==> config.mk <==
export PLATFORM = sky130hd
export DESIGN_NAME = cam_lookup_ctrl_flat
export DESIGN_NICKNAME = d
export VERILOG_FILES = /design/src/rtl/cam_pkg.sv /design/src/rtl/cam_lookup_ctrl_if.sv /design/src/rtl/cam_alloc_ptr.sv /design/src/rtl/cam_lookup_ctrl.sv /design/src/flat_wrapper.sv
export SDC_FILE = /design/constraint.sdc
export NUM_CORES = 1
export LEC_CHECK = 0
export ABC_AREA = 1
export CAP_MARGIN = 0
export CORE_MARGIN = 2
export CORE_UTILIZATION = 45
export DETAILED_ROUTE_END_ITERATION = 7
export PLACE_DENSITY_LB_ADDON = 0.08
export SLEW_MARGIN = 0
export SYNTH_ARGS = -nofsm -noshare
export SYNTH_HDL_FRONTEND = slang
export SYNTH_HIERARCHICAL = 1
export SYNTH_SLANG_ARGS = --single-unit
==> constraint.sdc <==
create_clock -name clk_i -period 2.15 [get_ports clk_i]
set_input_delay 0.215 -clock clk_i [delete_from_list [all_inputs] [get_ports clk_i]]
set_output_delay 0.215 -clock clk_i [all_outputs]
set_load 0.05 [all_outputs]
==> src/rtl/cam_pkg.sv <==
// Shared definitions for the CAM block and its request-side controller.
//   CAM_WIDTH / CAM_ADDR_WIDTH / CAM_HEIGHT : default geometry shared with the CAM
//   cam_op_e         : request opcodes (RSVD behaves as LOOKUP)
//   cam_ctrl_state_e : controller FSM states
package cam_pkg;

  localparam int CAM_WIDTH      = 32;
  localparam int CAM_ADDR_WIDTH = 5;
  localparam int CAM_HEIGHT     = 32;

  typedef enum logic [1:0] {
    LOOKUP = 2'd0,
    INSERT = 2'd1,
    READ   = 2'd2,
    RSVD   = 2'd3
  } cam_op_e;

  typedef enum logic [2:0] {
    IDLE,
    ISSUE,
    CHECK,
    WRITE,
    RESP
  } cam_ctrl_state_e;

endpackage

==> src/rtl/cam_lookup_ctrl_if.sv <==
// Bundles for cam_lookup_ctrl.
//   cam_lookup_ctrl_if : client request/response handshake
//     slave  = controller side, master = client side
//   cam_port_if        : CAM read, write and search ports
//     master = controller side (drives enables), slave = CAM side
// Signal suffixes are from the controller's point of view.
interface cam_lookup_ctrl_if #(
  parameter int WIDTH      = cam_pkg::CAM_WIDTH,
  parameter int ADDR_WIDTH = cam_pkg::CAM_ADDR_WIDTH
);
  logic                  req_valid_i;
  logic                  req_ready_o;
  logic [1:0]            req_op_i;
  logic [WIDTH-1:0]      req_key_i;
  logic [ADDR_WIDTH-1:0] req_index_i;
  logic                  resp_valid_o;
  logic                  resp_ready_i;
  logic                  resp_hit_o;
  logic [ADDR_WIDTH-1:0] resp_index_o;
  logic [WIDTH-1:0]      resp_data_o;
  logic                  resp_inserted_o;
  logic                  resp_evicted_o;

  modport slave (
    input  req_valid_i, req_op_i, req_key_i, req_index_i, resp_ready_i,
    output req_ready_o, resp_valid_o, resp_hit_o, resp_index_o, resp_data_o,
           resp_inserted_o, resp_evicted_o
  );

  modport master (
    output req_valid_i, req_op_i, req_key_i, req_index_i, resp_ready_i,
    input  req_ready_o, resp_valid_o, resp_hit_o, resp_index_o, resp_data_o,
           resp_inserted_o, resp_evicted_o
  );
endinterface

interface cam_port_if #(
  parameter int WIDTH      = cam_pkg::CAM_WIDTH,
  parameter int ADDR_WIDTH = cam_pkg::CAM_ADDR_WIDTH
);
  logic                  cam_read_enable_o;
  logic [ADDR_WIDTH-1:0] cam_read_index_o;
  logic                  cam_read_valid_i;
  logic [WIDTH-1:0]      cam_read_value_i;
  logic                  cam_write_enable_o;
  logic [ADDR_WIDTH-1:0] cam_write_index_o;
  logic [WIDTH-1:0]      cam_write_data_o;
  logic                  cam_search_enable_o;
  logic [WIDTH-1:0]      cam_search_data_o;
  logic                  cam_search_valid_i;
  logic [ADDR_WIDTH-1:0] cam_search_index_i;

  modport master (
    output cam_read_enable_o, cam_read_index_o, cam_write_enable_o, cam_write_index_o,
           cam_write_data_o, cam_search_enable_o, cam_search_data_o,
    input  cam_read_valid_i, cam_read_value_i, cam_search_valid_i, cam_search_index_i
  );

  modport slave (
    input  cam_read_enable_o, cam_read_index_o, cam_write_enable_o, cam_write_index_o,
           cam_write_data_o, cam_search_enable_o, cam_search_data_o,
    output cam_read_valid_i, cam_read_value_i, cam_search_valid_i, cam_search_index_i
  );
endinterface

==> src/rtl/cam_alloc_ptr.sv <==
// Round-robin allocation pointer with a saturating occupancy count.
//   clk_i, rst_i : clock, synchronous active-high reset
//   advance_i    : one entry was written at ptr_o this cycle
//   ptr_o        : next entry to allocate, wraps HEIGHT-1 -> 0
//   full_o       : every entry has been written at least once since reset
module cam_alloc_ptr #(
  parameter int ADDR_WIDTH = cam_pkg::CAM_ADDR_WIDTH,
  parameter int HEIGHT     = cam_pkg::CAM_HEIGHT
) (
  input  logic                  clk_i,
  input  logic                  rst_i,
  input  logic                  advance_i,
  output logic [ADDR_WIDTH-1:0] ptr_o,
  output logic                  full_o
);

  // One extra bit so the count can represent HEIGHT == 2**ADDR_WIDTH.
  logic [ADDR_WIDTH:0] count;

  // NOTE: state registers use non-blocking assignments so every flop samples
  // pre-edge values regardless of process ordering.
  always_ff @(posedge clk_i) begin
    if (rst_i) begin
      ptr_o <= '0;
      count <= '0;
    end else if (advance_i) begin
      ptr_o <= (ptr_o == ADDR_WIDTH'(HEIGHT - 1)) ? '0 : ptr_o + 1'b1;
      if (!full_o) count <= count + 1'b1;
    end
  end

  assign full_o = (count == (ADDR_WIDTH + 1)'(HEIGHT));

endmodule

==> src/rtl/cam_lookup_ctrl.sv <==
// Request-side controller for the CAM. Accepts LOOKUP / INSERT / READ
// requests, drives the CAM search, read and write ports (single-cycle,
// mutually exclusive, registered enables) and returns hit/index/data on a
// response handshake. INSERT misses allocate round-robin, evicting when full.
//   clk_i, rst_i : clock, synchronous active-high reset
//   client       : request/response handshake (cam_lookup_ctrl_if.slave)
//   cam          : CAM read/write/search ports (cam_port_if.master)
// One request in flight. CAM result latency is one cycle after the enable.
module cam_lookup_ctrl
  import cam_pkg::*;
#(
  parameter int WIDTH      = CAM_WIDTH,
  parameter int ADDR_WIDTH = CAM_ADDR_WIDTH,
  parameter int HEIGHT     = CAM_HEIGHT
) (
  input  logic             clk_i,
  input  logic             rst_i,
  cam_lookup_ctrl_if.slave client,
  cam_port_if.master       cam
);

  typedef struct packed {
    logic                  hit;
    logic [ADDR_WIDTH-1:0] index;
    logic [WIDTH-1:0]      data;
    logic                  inserted;
    logic                  evicted;
  } resp_t;

  typedef struct packed {
    logic                  rd_en;
    logic [ADDR_WIDTH-1:0] rd_index;
    logic                  wr_en;
    logic [ADDR_WIDTH-1:0] wr_index;
    logic [WIDTH-1:0]      wr_data;
    logic                  srch_en;
    logic [WIDTH-1:0]      srch_data;
  } cam_cmd_t;

  cam_ctrl_state_e       state_q, state_d;
  cam_op_e               op_q;
  logic [WIDTH-1:0]      key_q;
  logic [ADDR_WIDTH-1:0] index_q;
  logic                  req_ready_q, req_ready_d;
  logic                  resp_valid_q, resp_valid_d;
  resp_t                 resp_q, resp_d;
  cam_cmd_t              cmd_q, cmd_d;
  logic                  accept;
  logic                  alloc_advance;
  logic                  alloc_full;
  logic [ADDR_WIDTH-1:0] alloc_ptr;

  function automatic logic in_range(input logic [ADDR_WIDTH-1:0] idx);
    return int'(idx) < HEIGHT;
  endfunction

  assign accept = client.req_valid_i && req_ready_q && (state_q == IDLE);

  cam_alloc_ptr #(
    .ADDR_WIDTH (ADDR_WIDTH),
    .HEIGHT     (HEIGHT)
  ) u_alloc (
    .clk_i     (clk_i),
    .rst_i     (rst_i),
    .advance_i (alloc_advance),
    .ptr_o     (alloc_ptr),
    .full_o    (alloc_full)
  );

  // Next-state logic also computes the next value of every registered output,
  // so CAM enables and response fields come straight from flops.
  always_comb begin
    // NOTE: every signal gets a default before the case so no path leaves one
    // unassigned, which would infer a latch.
    state_d       = state_q;
    req_ready_d   = req_ready_q;
    resp_valid_d  = resp_valid_q;
    resp_d        = resp_q;
    cmd_d         = '0;
    alloc_advance = 1'b0;

    unique case (state_q)
      IDLE: begin
        if (accept) begin
          state_d     = ISSUE;
          req_ready_d = 1'b0;
          if (cam_op_e'(client.req_op_i) == READ) begin
            // Out-of-range READs never touch the CAM.
            if (in_range(client.req_index_i)) begin
              cmd_d.rd_en    = 1'b1;
              cmd_d.rd_index = client.req_index_i;
            end
          end else begin
            cmd_d.srch_en   = 1'b1;
            cmd_d.srch_data = client.req_key_i;
          end
        end
      end

      ISSUE: begin
        if (op_q == READ && !in_range(index_q)) begin
          state_d      = RESP;
          resp_valid_d = 1'b1;
          resp_d       = '0;
          resp_d.index = index_q;
        end else begin
          state_d = CHECK;
        end
      end

      CHECK: begin
        state_d      = RESP;
        resp_valid_d = 1'b1;
        resp_d       = '0;
        if (op_q == READ) begin
          resp_d.hit   = cam.cam_read_valid_i;
          resp_d.index = index_q;
          resp_d.data  = cam.cam_read_value_i;
        end else if (cam.cam_search_valid_i) begin
          resp_d.hit   = 1'b1;
          resp_d.index = cam.cam_search_index_i;
        end else if (op_q == INSERT) begin
          state_d        = WRITE;
          resp_valid_d   = 1'b0;
          cmd_d.wr_en    = 1'b1;
          cmd_d.wr_index = alloc_ptr;
          cmd_d.wr_data  = key_q;
        end
        // LOOKUP / RSVD miss: hit=0, index=0 from the cleared resp_d.
      end

      WRITE: begin
        // alloc_ptr still points at the entry being written this cycle.
        state_d         = RESP;
        resp_valid_d    = 1'b1;
        resp_d          = '0;
        resp_d.index    = alloc_ptr;
        resp_d.inserted = 1'b1;
        resp_d.evicted  = alloc_full;
        alloc_advance   = 1'b1;
      end

      RESP: begin
        if (client.resp_ready_i) begin
          state_d      = IDLE;
          resp_valid_d = 1'b0;
          resp_d       = '0;
          req_ready_d  = 1'b1;
        end
      end

      default: begin
        state_d      = IDLE;
        req_ready_d  = 1'b1;
        resp_valid_d = 1'b0;
        resp_d       = '0;
      end
    endcase
  end

  always_ff @(posedge clk_i) begin
    if (rst_i) begin
      state_q      <= IDLE;
      req_ready_q  <= 1'b1;
      resp_valid_q <= 1'b0;
      resp_q       <= '0;
      cmd_q        <= '0;
      op_q         <= LOOKUP;
      key_q        <= '0;
      index_q      <= '0;
    end else begin
      state_q      <= state_d;
      req_ready_q  <= req_ready_d;
      resp_valid_q <= resp_valid_d;
      resp_q       <= resp_d;
      cmd_q        <= cmd_d;
      if (accept) begin
        op_q    <= cam_op_e'(client.req_op_i);
        key_q   <= client.req_key_i;
        index_q <= client.req_index_i;
      end
    end
  end

  assign client.req_ready_o     = req_ready_q;
  assign client.resp_valid_o    = resp_valid_q;
  assign client.resp_hit_o      = resp_q.hit;
  assign client.resp_index_o    = resp_q.index;
  assign client.resp_data_o     = resp_q.data;
  assign client.resp_inserted_o = resp_q.inserted;
  assign client.resp_evicted_o  = resp_q.evicted;

  assign cam.cam_read_enable_o   = cmd_q.rd_en;
  assign cam.cam_read_index_o    = cmd_q.rd_index;
  assign cam.cam_write_enable_o  = cmd_q.wr_en;
  assign cam.cam_write_index_o   = cmd_q.wr_index;
  assign cam.cam_write_data_o    = cmd_q.wr_data;
  assign cam.cam_search_enable_o = cmd_q.srch_en;
  assign cam.cam_search_data_o   = cmd_q.srch_data;

endmodule

==> src/flat_wrapper.sv <==
// flat-port wrapper written by rule: the top's interface ports become plain ports
module cam_lookup_ctrl_flat import cam_pkg::*;
#(
  parameter int WIDTH      = CAM_WIDTH,
  parameter int ADDR_WIDTH = CAM_ADDR_WIDTH,
  parameter int HEIGHT     = CAM_HEIGHT
)
  (clk_i, rst_i, client_req_valid_i, client_req_op_i, client_req_key_i, client_req_index_i, client_resp_ready_i, client_req_ready_o, client_resp_valid_o, client_resp_hit_o, client_resp_index_o, client_resp_data_o, client_resp_inserted_o, client_resp_evicted_o, cam_cam_read_enable_o, cam_cam_read_index_o, cam_cam_write_enable_o, cam_cam_write_index_o, cam_cam_write_data_o, cam_cam_search_enable_o, cam_cam_search_data_o, cam_cam_read_valid_i, cam_cam_read_value_i, cam_cam_search_valid_i, cam_cam_search_index_i);
  cam_lookup_ctrl_if #(.WIDTH(WIDTH), .ADDR_WIDTH(ADDR_WIDTH)) client_i ();
  cam_port_if #(.WIDTH(WIDTH), .ADDR_WIDTH(ADDR_WIDTH)) cam_i ();
  input  logic clk_i;
  input  logic rst_i;
  input wire logic [$bits(client_i.req_valid_i)-1:0] client_req_valid_i;
  input wire logic [$bits(client_i.req_op_i)-1:0] client_req_op_i;
  input wire logic [$bits(client_i.req_key_i)-1:0] client_req_key_i;
  input wire logic [$bits(client_i.req_index_i)-1:0] client_req_index_i;
  input wire logic [$bits(client_i.resp_ready_i)-1:0] client_resp_ready_i;
  output wire logic [$bits(client_i.req_ready_o)-1:0] client_req_ready_o;
  output wire logic [$bits(client_i.resp_valid_o)-1:0] client_resp_valid_o;
  output wire logic [$bits(client_i.resp_hit_o)-1:0] client_resp_hit_o;
  output wire logic [$bits(client_i.resp_index_o)-1:0] client_resp_index_o;
  output wire logic [$bits(client_i.resp_data_o)-1:0] client_resp_data_o;
  output wire logic [$bits(client_i.resp_inserted_o)-1:0] client_resp_inserted_o;
  output wire logic [$bits(client_i.resp_evicted_o)-1:0] client_resp_evicted_o;
  output wire logic [$bits(cam_i.cam_read_enable_o)-1:0] cam_cam_read_enable_o;
  output wire logic [$bits(cam_i.cam_read_index_o)-1:0] cam_cam_read_index_o;
  output wire logic [$bits(cam_i.cam_write_enable_o)-1:0] cam_cam_write_enable_o;
  output wire logic [$bits(cam_i.cam_write_index_o)-1:0] cam_cam_write_index_o;
  output wire logic [$bits(cam_i.cam_write_data_o)-1:0] cam_cam_write_data_o;
  output wire logic [$bits(cam_i.cam_search_enable_o)-1:0] cam_cam_search_enable_o;
  output wire logic [$bits(cam_i.cam_search_data_o)-1:0] cam_cam_search_data_o;
  input wire logic [$bits(cam_i.cam_read_valid_i)-1:0] cam_cam_read_valid_i;
  input wire logic [$bits(cam_i.cam_read_value_i)-1:0] cam_cam_read_value_i;
  input wire logic [$bits(cam_i.cam_search_valid_i)-1:0] cam_cam_search_valid_i;
  input wire logic [$bits(cam_i.cam_search_index_i)-1:0] cam_cam_search_index_i;
  assign client_i.req_valid_i = client_req_valid_i;
  assign client_i.req_op_i = client_req_op_i;
  assign client_i.req_key_i = client_req_key_i;
  assign client_i.req_index_i = client_req_index_i;
  assign client_i.resp_ready_i = client_resp_ready_i;
  assign client_req_ready_o = client_i.req_ready_o;
  assign client_resp_valid_o = client_i.resp_valid_o;
  assign client_resp_hit_o = client_i.resp_hit_o;
  assign client_resp_index_o = client_i.resp_index_o;
  assign client_resp_data_o = client_i.resp_data_o;
  assign client_resp_inserted_o = client_i.resp_inserted_o;
  assign client_resp_evicted_o = client_i.resp_evicted_o;
  assign cam_cam_read_enable_o = cam_i.cam_read_enable_o;
  assign cam_cam_read_index_o = cam_i.cam_read_index_o;
  assign cam_cam_write_enable_o = cam_i.cam_write_enable_o;
  assign cam_cam_write_index_o = cam_i.cam_write_index_o;
  assign cam_cam_write_data_o = cam_i.cam_write_data_o;
  assign cam_cam_search_enable_o = cam_i.cam_search_enable_o;
  assign cam_cam_search_data_o = cam_i.cam_search_data_o;
  assign cam_i.cam_read_valid_i = cam_cam_read_valid_i;
  assign cam_i.cam_read_value_i = cam_cam_read_value_i;
  assign cam_i.cam_search_valid_i = cam_cam_search_valid_i;
  assign cam_i.cam_search_index_i = cam_cam_search_index_i;
  cam_lookup_ctrl #(.WIDTH(WIDTH), .ADDR_WIDTH(ADDR_WIDTH), .HEIGHT(HEIGHT)) u_core (.clk_i(clk_i), .rst_i(rst_i), .client(client_i), .cam(cam_i));
endmodule
# After elaboration in Yosys (flattened, before gate mapping)
# Cells that the tools add are included.
# word_totals
out_inout_bits	119
reg_bits	172
# classes
add_sub_neg	2
n_bitwise	8
eq_ne	11
n_mux	24
n_reduce_logical	14
# ops
cell	n
case mux 40 bit (4 select lines)	1
2-to-1 mux 40 bit	1
2-to-1 mux 38 bit	1
2-to-1 mux 33 bit	1
2-to-1 mux 32 bit	1
2-to-1 mux 6 bit	3
2-to-1 mux 3 bit	5
case mux 3 bit (5 select lines)	1
OR reduction 4 bit	3
NOT 1 bit	8
2-to-1 mux 1 bit	7
adder 6 x 1 -> 6 bit (second input constant)	1
== test 3 x 2 -> 1 bit (second input constant)	2
== test 6 bit (second input constant)	1
AND reduction 2 bit	3
OR reduction 3 bit	2
adder 5 x 1 -> 5 bit (second input constant)	1
== test 5 bit (second input constant)	1
2-to-1 mux 5 bit	1
OR reduction 5 bit	1
== test 2 bit (second input constant)	2
case mux 1 bit (4 select lines)	1
== test 3 x 1 -> 1 bit (second input constant)	1
== test 3 bit (second input constant)	1
8 further kinds	9

# Longest topological paths before layout
# Gate-level depths: netlist (run 1).
# depth
word_depth	5
ltp_mapped	8

# By module
# Netlist (run 1), hierarchy kept.
# modules_own_cells
module	seq_area_each_um2	instances	area_each_um2	cells_each
cam_lookup_ctrl	3223.1	1	5336.4	669
cam_alloc_ptr	220.2	1	623.1	83

# Worst setup path before layout (run 1)
# OpenSTA, ideal clock, no wires.
# synth_path
path_kind	reg-to-reg
startpoint	reg u_core.state_q[2]
endpoint	reg u_core.u_alloc.ptr_o[2]
path_slack_ns	0.598
path_stages_with_launch	8
arrival_time_ns	1.434
t_required_ns	2.032
path_cell_list	dfxtp_1 inv_2 nand2_1 nor2_1 buf_2 inv_2 nor3_1 nor3_1
# synth_between
elab_chain_len	2
# synth_rtl
item	line_no	rtl
start: declaration	cam_lookup_ctrl.sv:40	cam_ctrl_state_e state_q, state_d;
start signal: assignment	cam_lookup_ctrl.sv:172	state_q <= state_d;
== test 3 x 2 -> 1 bit	cam_lookup_ctrl.sv:82	unique case (state_q)
2-to-1 mux 1 bit	cam_lookup_ctrl.sv:82	
net u_core.alloc_advance	cam_lookup_ctrl.sv:49	logic alloc_advance;
end signal: assignment	cam_alloc_ptr.sv:27	ptr_o <= (ptr_o == ADDR_WIDTH'(HEIGHT - 1)) ? '0 : ptr_o + 1'b1;
end: declaration	cam_alloc_ptr.sv:13	output logic [ADDR_WIDTH-1:0] ptr_o,
# The timed path passes the listed nets, and every way through them passes these cells.
# A chain may end at the register's enable or synchronous reset.

# Worst setup path in the final report (run 1)
# layout_path
startpoint	reg u_core.req_ready_q, in the netlist u_core/client.req_ready_o
endpoint	out client_req_ready_o
# layout_rtl
item	line_no	rtl
start: declaration	cam_lookup_ctrl.sv:44	logic req_ready_q, req_ready_d;
start signal: assignment	cam_lookup_ctrl.sv:173	req_ready_q <= req_ready_d;
end: declaration	flat_wrapper.sv:18	output wire logic [$bits(client_i.req_ready_o)-1:0] client_req_ready_o;
# No word-level cell between the ends.

==> results of run 1 <==
-- kinds of logic after synthesis --
family / after synthesis
and+or+nand+nor: 337
buffers and inverters: 143
adders and majority gates: 4
DFF: 172
xor gates and xnor gates: 2
AOI/OAI and AO/OA: 94
-- state kept, by name, summed over array words and instances, names as in the netlist --
name and flops:
u_core/index_q 5, u_core/u_alloc/ptr_o 5, u_core/cam.cam_read_index_o 5, u_core/cam.cam_write_enable_o 1, u_core/client.resp_hit_o 1, u_core/client.resp_inserted_o 1
u_core/client.resp_valid_o 1, u_core/client.req_ready_o 1, u_core/key_q 32, u_core/cam.cam_search_data_o 32, u_core/cam.cam_search_enable_o 1, u_core/cam.cam_read_enable_o 1
u_core/op_q 2, u_core/client.resp_index_o 5, u_core/u_alloc/count 6, u_core/state_q 3, u_core/client.resp_evicted_o 1, u_core/cam.cam_write_data_o 32
u_core/client.resp_data_o 32, u_core/cam.cam_write_index_o 5
-- power by group --
group | leakage [nW] | switching, mW | internal [mW] | total (mW)
Combinational | 1.75 | 0.843 | 0.456 | 1.30
Sequential | 1.39 | 0.106 | 3.39 | 3.50
Clock | 0.316 | 1.23 | 2.13 | 3.37
-- metal layers --
layer | routed length, um | track usage (%) | up-vias
met2 | 7233 | 36.35 | 157
li1 | - | - | 2664
met3 | 1001 | 7.232 | 15
met1 | 6057 | 24.35 | 2359
met4 | 196 | 7.664 | 0
met5 | 0 | 0 | -
-- stage by stage --
step                      worst slack [ns]  power [mW]  std cells  hold slack, ns
after floorplan                     0.5976       4.418        752          0.2774
after global placement              0.4466       4.833       1104          0.4131
after detailed placement            0.3604       4.863       1104          0.4149
after CTS                           0.2569       8.240       1136          0.2358
after global routing                0.2082       8.543       1136          0.2651
final                               0.2780       8.160       1136          0.2557
-- cell usage in the layout, fill, tap and decap left out, drive strengths merged --
cell | Yosys | layout
dfxtp | 172 | 172
inv | 111 | 113
xor2 | 1 | 1
clkbuf | 12 | 19
ha | 4 | 4
a21oi | 87 | 87
o21ai | 7 | 7
nor3b | 1 | 1
clkinvlp | 0 | 3
nand3b | 1 | 1
nand3 | 18 | 18
nor3 | 5 | 5
buf | 20 | 9
nor2 | 114 | 114
clkinv | 0 | 3
nand4 | 3 | 3
nand2 | 195 | 195
clkdlybuf4s50 | 0 | 199
xnor2 | 1 | 1
bufinv | 0 | 5
-- cells in the mapped netlist --
| cell | n | area (um2) |
|---|---|---|
| xor2_1 | 1 | 8.760 |
| nand3_1 | 15 | 75.07 |
| dfxtp_1 | 172 | 3443 |
| nor2_2 | 5 | 31.28 |
| a21oi_1 | 85 | 425.4 |
| nand3_2 | 2 | 20.02 |
| buf_2 | 12 | 60.06 |
| a21oi_2 | 2 | 17.52 |
| nand4_1 | 3 | 18.77 |
| buf_6 | 3 | 33.78 |
| nand2_2 | 2 | 12.51 |
| inv_1 | 103 | 386.6 |
| nor3_2 | 1 | 10.01 |
| nand3_4 | 1 | 17.52 |
| clkbuf_1 | 12 | 45.04 |
| nor2_1 | 109 | 409.1 |
| nor3b_2 | 1 | 12.51 |
| inv_2 | 8 | 30.03 |
| o21ai_1 | 3 | 15.01 |
| ha_1 | 4 | 50.05 |
| buf_4 | 5 | 37.54 |
| o21ai_0 | 4 | 20.02 |
| nand3b_2 | 1 | 11.26 |
| nor3_1 | 4 | 20.02 |
| nand2_4 | 2 | 22.52 |
| xnor2_1 | 1 | 8.760 |
| nand2_1 | 191 | 716.9 |
-- worst min-delay path by stage --
stage                                 endpoint  depth (start not counted)             start
2_1_floorplan          u_core/u_alloc/count[2]                          1             rst_i
3_3_place_gp   u_core/cam.cam_write_data_o[31]                          2  u_core/key_q[31]
3_5_place_dp   u_core/cam.cam_write_data_o[15]                          2  u_core/key_q[15]
4_1_cts         u_core/cam.cam_read_index_o[0]                          4             rst_i
5_1_grt         u_core/cam.cam_read_index_o[4]                          4             rst_i
6_report        u_core/cam.cam_read_index_o[4]                          4             rst_i
-- cell type report --
class | count | area, um2
clock buffers | 19 | 452.9
flip-flops and latches | 172 | 3443
well taps | 176 | 220.2
repair buffers | 208 | 2082
clock inverters | 13 | 212.7
inverters | 111 | 416.7
multi-input cells | 437 | 1923
fillers | 1082 | 4334
==> reports/results.txt, run 1 <==
Status: complete, no violations
Post-synthesis xor/xnor area fraction: 0.2939%
Reg2reg setup slack: 0.58 ns
Top Ports: 201
Worst Path Max Fanout: 4
Row cnt: 42
Die height: 119.1 um
DP HPWL: 10160 um
Final Hold Viols: 0
Worst slew margin: 62.81%
Flops & latches, synth: 172
Setup crit end kind: primary output
Crit path launch: u_core/client.req_ready_o
Port-buffer cells: 200
Worst skew pair latency: 0.42 ns
First-pass GRT wire length: 23880 um
ANT nets after route: 0
Crit path depth: 1
Die width: 119.1 um
Synthesis warning total: 6
Tot GR Track Use: 21.14%
PwrDens: 932.5 mW/mm2
WP data arrival: 1.66 ns
Clock sink count: 172
CTS tree: built
Worst min path class: in2reg
Design Area, Final: 0.008751 mm2
GRT overflow: 0
Sequential-to-total area share from yosys stat: 57.78%
Max Cap Violations: 0
Initial antenna violation count: 0
Post-CTS sizing: 0
Core Region: 0.01309 mm2
Max incr delay on CP: 0.86 ns
CTS Hold Buffers Added: 0
Via count: 5195
Setup TNS: 0 ns
Core Util, Final: 66.88%
Req. time, crit path: 1.93 ns
Mux contribution to synthesized area: 0%
Synth Area in Simple Gates: 23.12%
Post-synthesis compound-gate area fraction: 8.020%
Layout cells sized above 1: 6.875%
Post-Syn Area: 0.005959 mm2
Detailed Routing Iterations Pass 1: 5
# DRC: 0
Area delta synth->final: 46.84%
Netlist cell types: 27
Critical Path Source Type: flop
Layout Nets: 1033
Critical Path End: client_req_ready_o
Syn avg cell area: 7.925 um2
Part of the cycle the worst path needs: 87.07%
Worst Path Class, Setup: reg2out
Setup violators final: 0
Worst reg-to-reg path cell count: 6
GP Congestion: 0.7802
ANT cells: 0
Initial Util: 45.54%
Worst-margin pin slew: 0.5560 ns
Worst R2R Start: u_core/state_q[0]
Number of buffers created by CTS: 17
Syn nets: 838
R2r endpoint: u_core/key_q[8]
Final WL: 14490 um
Largest net degree at the start of global routing: 89
CTS Root Cell: clkbuf_16
Layout Skew: 0.01075 ns
Post-CTS setup buffer count: 0
Fmax: 534.2 MHz
Vias in the first global route: 5073
Largest family of logic cells by synthesized area: simple AND/OR/NAND/NOR gates
Final critical-path required period: 1.872 ns
Deepest clock path buffer count: 2
CTS clk-pin slew, worst paths: 0.06 ns
Synthesized instance count: 752
Post-DR vias/cell: 4.573
Placed cell areas: 0.008085 mm2
CP bufs+invs: 1
Avg WL per Cell: 12.75 um
CTS H-tree lvls: 4
Adder-Cell Fraction of Synth Area: 0.8398%
Critical path's slowest cell: clkdlybuf4s50_1
RSZ-0062 raised after global routing: false
Worst-path cell chain: clkdlybuf4s50_1
DRT iter0 DRCs: 303
Pins Over Slew Limit: 0
Top Family by Delay on Critical Path: buffers and inverters
Peak VDD IR: 0.5722 mV
Pleak: 3.462 nW
Die Area: 0.01418 mm2
Power figures use the tool's default switching activity.
==> run 2, diff against run 1 <==
Settings changed: PLACE_DENSITY_LB_ADDON 0.08 to 0.1, RECOVER_POWER set to 100.
==> reports/results.txt, run 2 (synthesized netlist as in run 1, its figures left out) <==
Fmax: 514.2 MHz (was 534.2 MHz)
Worst R2R Start: u_core/state_q[2] (was u_core/state_q[0])
Filler-free cell count of the finished design: 1138 (was 1136)
Detailed Routing Iterations Pass 1: 8 (was 5)
RSZ-0062 raised after global routing: false (unchanged)
Post-DR vias/cell: 4.533 (was 4.573)
ANT nets after route: 0 (unchanged)
Inst Count DP: 1106 (was 1104)
Post-CTS sizing: 0 (unchanged)
GRT overflow: 0 (unchanged)
Row cnt: 42 (unchanged)
Layout fillers: 1126 (was 1082)
Post-CTS setup buffer count: 0 (unchanged)
DRT iter0 DRCs: 287 (was 303)
First-pass GRT wire length: 23200 um (was 23880 um)
Req. time, crit path: 1.93 ns (about the same)
Final critical-path required period: 1.945 ns (was 1.872 ns)
Clock sink count: 172 (unchanged)
Final Hold Viols: 0 (unchanged)
Top Ports: 201 (unchanged)
Max incr delay on CP: 0.93 ns (was 0.86 ns)
Commonest cells after routing, fill and taps aside: 193 x nand2_1, 172 x dfxtp_1, 119 x dlygate4sd3_1 (was 199 x clkdlybuf4s50_1, 191 x nand2_1, 172 x dfxtp_1)
Top Family by Delay on Critical Path: buffers and inverters (unchanged)
Vias in the first global route: 4896 (was 5073)
Via count: 5158 (was 5195)
Final WL: 14390 um (was 14490 um)
CTS Hold Buffers Added: 0 (unchanged)
GP Congestion: 0.8639 (was 0.7802)
Hold depth: 2 (was 4)
Layout Skew: 0.007780 ns (was 0.01075 ns)
Reg2reg setup slack: 0.32 ns (was 0.58 ns)
CTS H-tree lvls: 4 (unchanged)
WHS Endpoint: u_core/u_alloc/count[2] (was u_core/cam.cam_read_index_o[4])
Max Cap Violations: 0 (unchanged)
Worst Path Max Fanout: 4 (unchanged)
Worst min path class: in2reg (unchanged)
Avg WL per Cell: 12.65 um (was 12.75 um)
# DRC: 0 (unchanged)
Status: complete, no violations (unchanged)
Worst Path Class, Setup: reg2out (unchanged)
R2r endpoint: u_core/key_q[16] (was u_core/key_q[8])
Critical Path Source Type: flop (unchanged)
Commonest non-fill, non-tap cell in the layout: nand2_1 (was clkdlybuf4s50_1)
PwrDens: 915.1 mW/mm2 (was 932.5 mW/mm2)
Worst reg-to-reg path cell count: 6 (unchanged)
Worst skew pair latency: 0.42 ns (about the same)
Setup crit end kind: primary output (unchanged)
Worst-path cell chain: dlygate4sd3_1 (was clkdlybuf4s50_1)
Setup violators final: 0 (unchanged)
CTS tree: built (unchanged)
Initial antenna violation count: 0 (unchanged)
Core Region: 0.01309 mm2 (unchanged)
DP HPWL: 10130 um (was 10160 um)
Area delta synth->final: 45.24% (was 46.84%)
WP data arrival: 1.73 ns (was 1.66 ns)
Peak VDD IR: 0.5291 mV (was 0.5722 mV)
Port-buffer cells: 200 (unchanged)
ANT cells: 0 (unchanged)
Layout cells sized above 1: 5.301% (was 6.875%)
Tot GR Track Use: 20.45% (was 21.14%)
Die width: 119.1 um (unchanged)
Setup TNS: 0 ns (unchanged)
Hold WS: 0.01523 ns (was 0.2557 ns)
CTS clk-pin slew, worst paths: 0.06 ns (about the same)
Largest net degree at the start of global routing: 46 (was 89)
CP bufs+invs: 1 (unchanged)
CTS Root Cell: clkbuf_16 (unchanged)
Hold Crit Start: rst_i (unchanged)
Die Area: 0.01418 mm2 (unchanged)
Part of the cycle the worst path needs: 90.46% (was 87.07%)
Number of buffers created by CTS: 17 (unchanged)
Critical path's slowest cell: dlygate4sd3_1 (was clkdlybuf4s50_1)
Layout Nets: 1035 (was 1033)
Pleak: 3.851 nW (was 3.462 nW)
Deepest clock path buffer count: 2 (unchanged)
Die height: 119.1 um (unchanged)
Worst slew margin: 45.79% (was 62.81%)
Initial Util: 45.54% (unchanged)
Pins Over Slew Limit: 0 (unchanged)
Worst-margin pin slew: 0.8132 ns (was 0.5560 ns)
-- run 2: final cells by class --
cell class                 count  area [um2]  area share, %
clock inverter                 6       105.1          1.214
inverter                     111       416.7          4.814
timing repair buffer         210        2054          23.74
tap                          176       220.2          2.544
sequential                   172        3443          39.78
multi-input combinational    437        1897          21.91
clock buffer                  26       519.2          5.999
-- run 2: worst max-delay path by stage --
stage / cells past startpoint / end / from
after CTS: 1 / client_req_ready_o / u_core/client.req_ready_o
after global routing: 6 / u_core/key_q[19] / u_core/state_q[2]
after detailed placement: 7 / u_core/cam.cam_write_enable_o / cam_cam_search_valid_i
final: 1 / client_req_ready_o / u_core/client.req_ready_o
after global placement: 6 / u_core/key_q[2] / client_req_valid_i
after floorplan: 7 / u_core/u_alloc/ptr_o[2] / u_core/state_q[2]
-- run 2: per-layer routing --
| metal | GRT usage, % | part of all wire [%] | vias to the layer above |
|---|---|---|---|
| li1 | - | - | 2666 |
| met1 | 24.08 | 42 | 2320 |
| met2 | 35.31 | 50 | 156 |
| met3 | 5.939 | 6.5 | 16 |
| met4 | 7.515 | 1.4 | 0 |
| met5 | 0 | 0 | - |
-- run 2: stage by stage --
step | total power, mW | util, % | cell area (um2) | worst slack [ns]
after floorplan | 4.418 | - | 5959 | 0.5976
after global placement | 4.846 | 61.71 | 8075 | 0.5681
after detailed placement | 4.872 | 61.71 | 8075 | 0.5309
after CTS | 8.039 | 66.49 | 8700 | 0.2580
after global routing | 8.276 | 66.15 | 8656 | 0.1259
final | 7.921 | 66.15 | 8656 | 0.2051
-- run 2: report_power, final --
group          internal, mW  switching, mW
registers              3.39          0.101
logic                 0.422          0.838
clock network          2.01           1.16
==> run 3, diff against run 2 <==
Settings changed: CELL_PAD_IN_SITES_DETAIL_PLACEMENT set to 1, CELL_PAD_IN_SITES_GLOBAL_PLACEMENT set to 1, CORE_UTILIZATION 45 to 32.
==> reports/results.txt, run 3 (synthesized netlist as in run 1, its figures left out) <==
Inst Count DP: 1157 (was 1106)
Design Area, Final: 0.008707 mm2 (was 0.008656 mm2)
Setup TNS: 0 ns (unchanged)
Layout cells sized above 1: 5.417% (was 5.301%)
Setup violators final: 0 (unchanged)
First-pass GRT wire length: 27440 um (was 23200 um)
Layout Nets: 1033 (was 1035)
CTS H-tree lvls: 4 (unchanged)
Worst Path Max Fanout: 4 (unchanged)
GRT overflow: 0 (unchanged)
Peak VDD IR: 0.5715 mV (was 0.5291 mV)
Initial Util: 32.84% (was 45.54%)
Status: complete, no violations (unchanged)
Critical path's slowest cell: dlygate4sd3_1 (unchanged)
Placed cell areas: 0.008154 mm2 (was 0.008075 mm2)
Core Util, Final: 47.98% (was 66.15%)
Max Cap Violations: 0 (unchanged)
Die height: 140.5 um (was 119.1 um)
Final critical-path required period: 1.900 ns (was 1.945 ns)
CTS tree: built (unchanged)
Crit path depth: 1 (unchanged)
Pleak: 3.819 nW (was 3.851 nW)
PwrDens: 895.7 mW/mm2 (was 915.1 mW/mm2)
Final Hold Viols: 0 (unchanged)
Number of buffers created by CTS: 17 (unchanged)
Via count: 5313 (was 5158)
Post-CTS setup buffer count: 0 (unchanged)
RSZ-0062 raised after global routing: false (unchanged)
Filler-free cell count of the finished design: 1190 (was 1138)
# DRC: 0 (unchanged)
Area delta synth->final: 46.11% (was 45.24%)
Worst min path class: in2reg (unchanged)
CTS Root Cell: clkbuf_16 (unchanged)
GP Congestion: 0.7678 (was 0.8639)
Pins Over Slew Limit: 0 (unchanged)
Largest net degree at the start of global routing: 58 (was 46)
Row cnt: 49 (was 42)
Area of the multi-input gates: 0.001901 mm2 (was 0.001897 mm2)
Setup crit end kind: primary output (unchanged)
Commonest cells after routing, fill and taps aside: 193 x nand2_1, 172 x dfxtp_1, 119 x dlygate4sd3_1 (unchanged)
Reg2reg setup slack: 0.35 ns (was 0.32 ns)
Worst reg-to-reg path cell count: 5 (was 6)
CP bufs+invs: 1 (unchanged)
Critical Path Source Type: flop (unchanged)
Post-DR vias/cell: 4.465 (was 4.533)
Initial antenna violation count: 1 (was 0)
Req. time, crit path: 1.93 ns (about the same)
Vias in the first global route: 5547 (was 4896)
Layout Skew: 0.01078 ns (was 0.007780 ns)
Die Area: 0.01973 mm2 (was 0.01418 mm2)
Port-buffer cells: 200 (unchanged)
Fmax: 526.3 MHz (was 514.2 MHz)
Hold depth: 2 (unchanged)
Worst-margin pin slew: 0.6295 ns (was 0.8132 ns)
Register area: 0.003443 mm2 (unchanged)
Top Family by Delay on Critical Path: buffers and inverters (unchanged)
Worst slew margin: 57.99% (was 45.79%)
CTS Hold Buffers Added: 0 (unchanged)
Deepest clock path buffer count: 2 (unchanged)
Worst Path Class, Setup: reg2out (unchanged)
Avg WL per Cell: 14.26 um (was 12.65 um)
DP HPWL: 12280 um (was 10130 um)
Top Ports: 201 (unchanged)
Worst-path cell chain: dlygate4sd3_1 (unchanged)
Detailed Routing Iterations Pass 1: 4 (was 8)
Post-CTS sizing: 0 (unchanged)
ANT nets after route: 0 (unchanged)
Worst skew pair latency: 0.42 ns (about the same)
Max incr delay on CP: 0.90 ns (was 0.93 ns)
Die width: 140.5 um (was 119.1 um)
Tot GR Track Use: 17.27% (was 20.45%)
Layout fillers: 2161 (was 1126)
Final WL: 16970 um (was 14390 um)
WP data arrival: 1.69 ns (was 1.73 ns)
CTS clk-pin slew, worst paths: 0.07 ns (was 0.06 ns)
Clock sink count: 172 (unchanged)
Core Region: 0.01815 mm2 (was 0.01309 mm2)
Part of the cycle the worst path needs: 88.38% (was 90.46%)
DRT iter0 DRCs: 200 (was 287)
Commonest non-fill, non-tap cell in the layout: nand2_1 (unchanged)
==> run 3: changes by cell type in the layout (fill, tap and decap cells not counted), sizes merged <==
| cell | before | now |
|---|---|---|
| bufinv | 3 | 1 |
| clkinvlp | 0 | 3 |
| diode | 0 | 1 |
| inv | 110 | 115 |
| clkbuf | 32 | 21 |
| buf | 5 | 8 |
==> run 3: area by class of cell <==
type | instances | share of cell area (%)
sequential | 172 | 39.55
timing repair buffer | 208 | 23.90
multi-input combinational | 437 | 21.83
clock buffer | 20 | 5.130
inverter | 111 | 4.785
tap | 229 | 3.291
clock inverter | 12 | 1.494
antenna | 1 | 0.02874
==> run 3: power breakdown <==
part           leakage [nW]  switching [mW]  total, mW  internal, mW
Clock                 0.273            1.33       2.99          1.66
Sequential             1.39           0.103       3.49          3.39
Combinational          2.15           0.872       1.31         0.443
Total                  3.82            2.31       7.80          5.49
==> run 3: path summary, 6_finish.rpt <==
| kind | start | endpoint |
|---|---|---|
| min reg2reg | u_core/key_q[27] | u_core/cam.cam_write_data_o[27] |
| max | u_core/client.req_ready_o | client_req_ready_o |
| max reg2reg | u_core/state_q[2] | u_core/cam.cam_read_index_o[3] |
| min | rst_i | u_core/key_q[8] |
==> run 3: through the flow <==
step | hold WS, ns | total power [mW] | worst slack (ns)
after floorplan | 0.2774 | 4.418 | 0.5976
after global placement | 0.4166 | 4.880 | 0.3798
after detailed placement | 0.4208 | 4.922 | 0.3199
after CTS | 0.2220 | 7.936 | 0.2771
after global routing | 0.2274 | 8.191 | 0.1303
final | 0.2281 | 7.799 | 0.2498
==> run 3: metal layers <==
metal	track usage, %	wire length [um]	share of wire (%)	up-vias
li1	-	-	-	2656
met1	20.17	7535	44	2515
met2	31.09	8405	50	124
met3	4.342	775	4.6	18
met4	5.421	257	1.5	0
met5	0	0	0	-
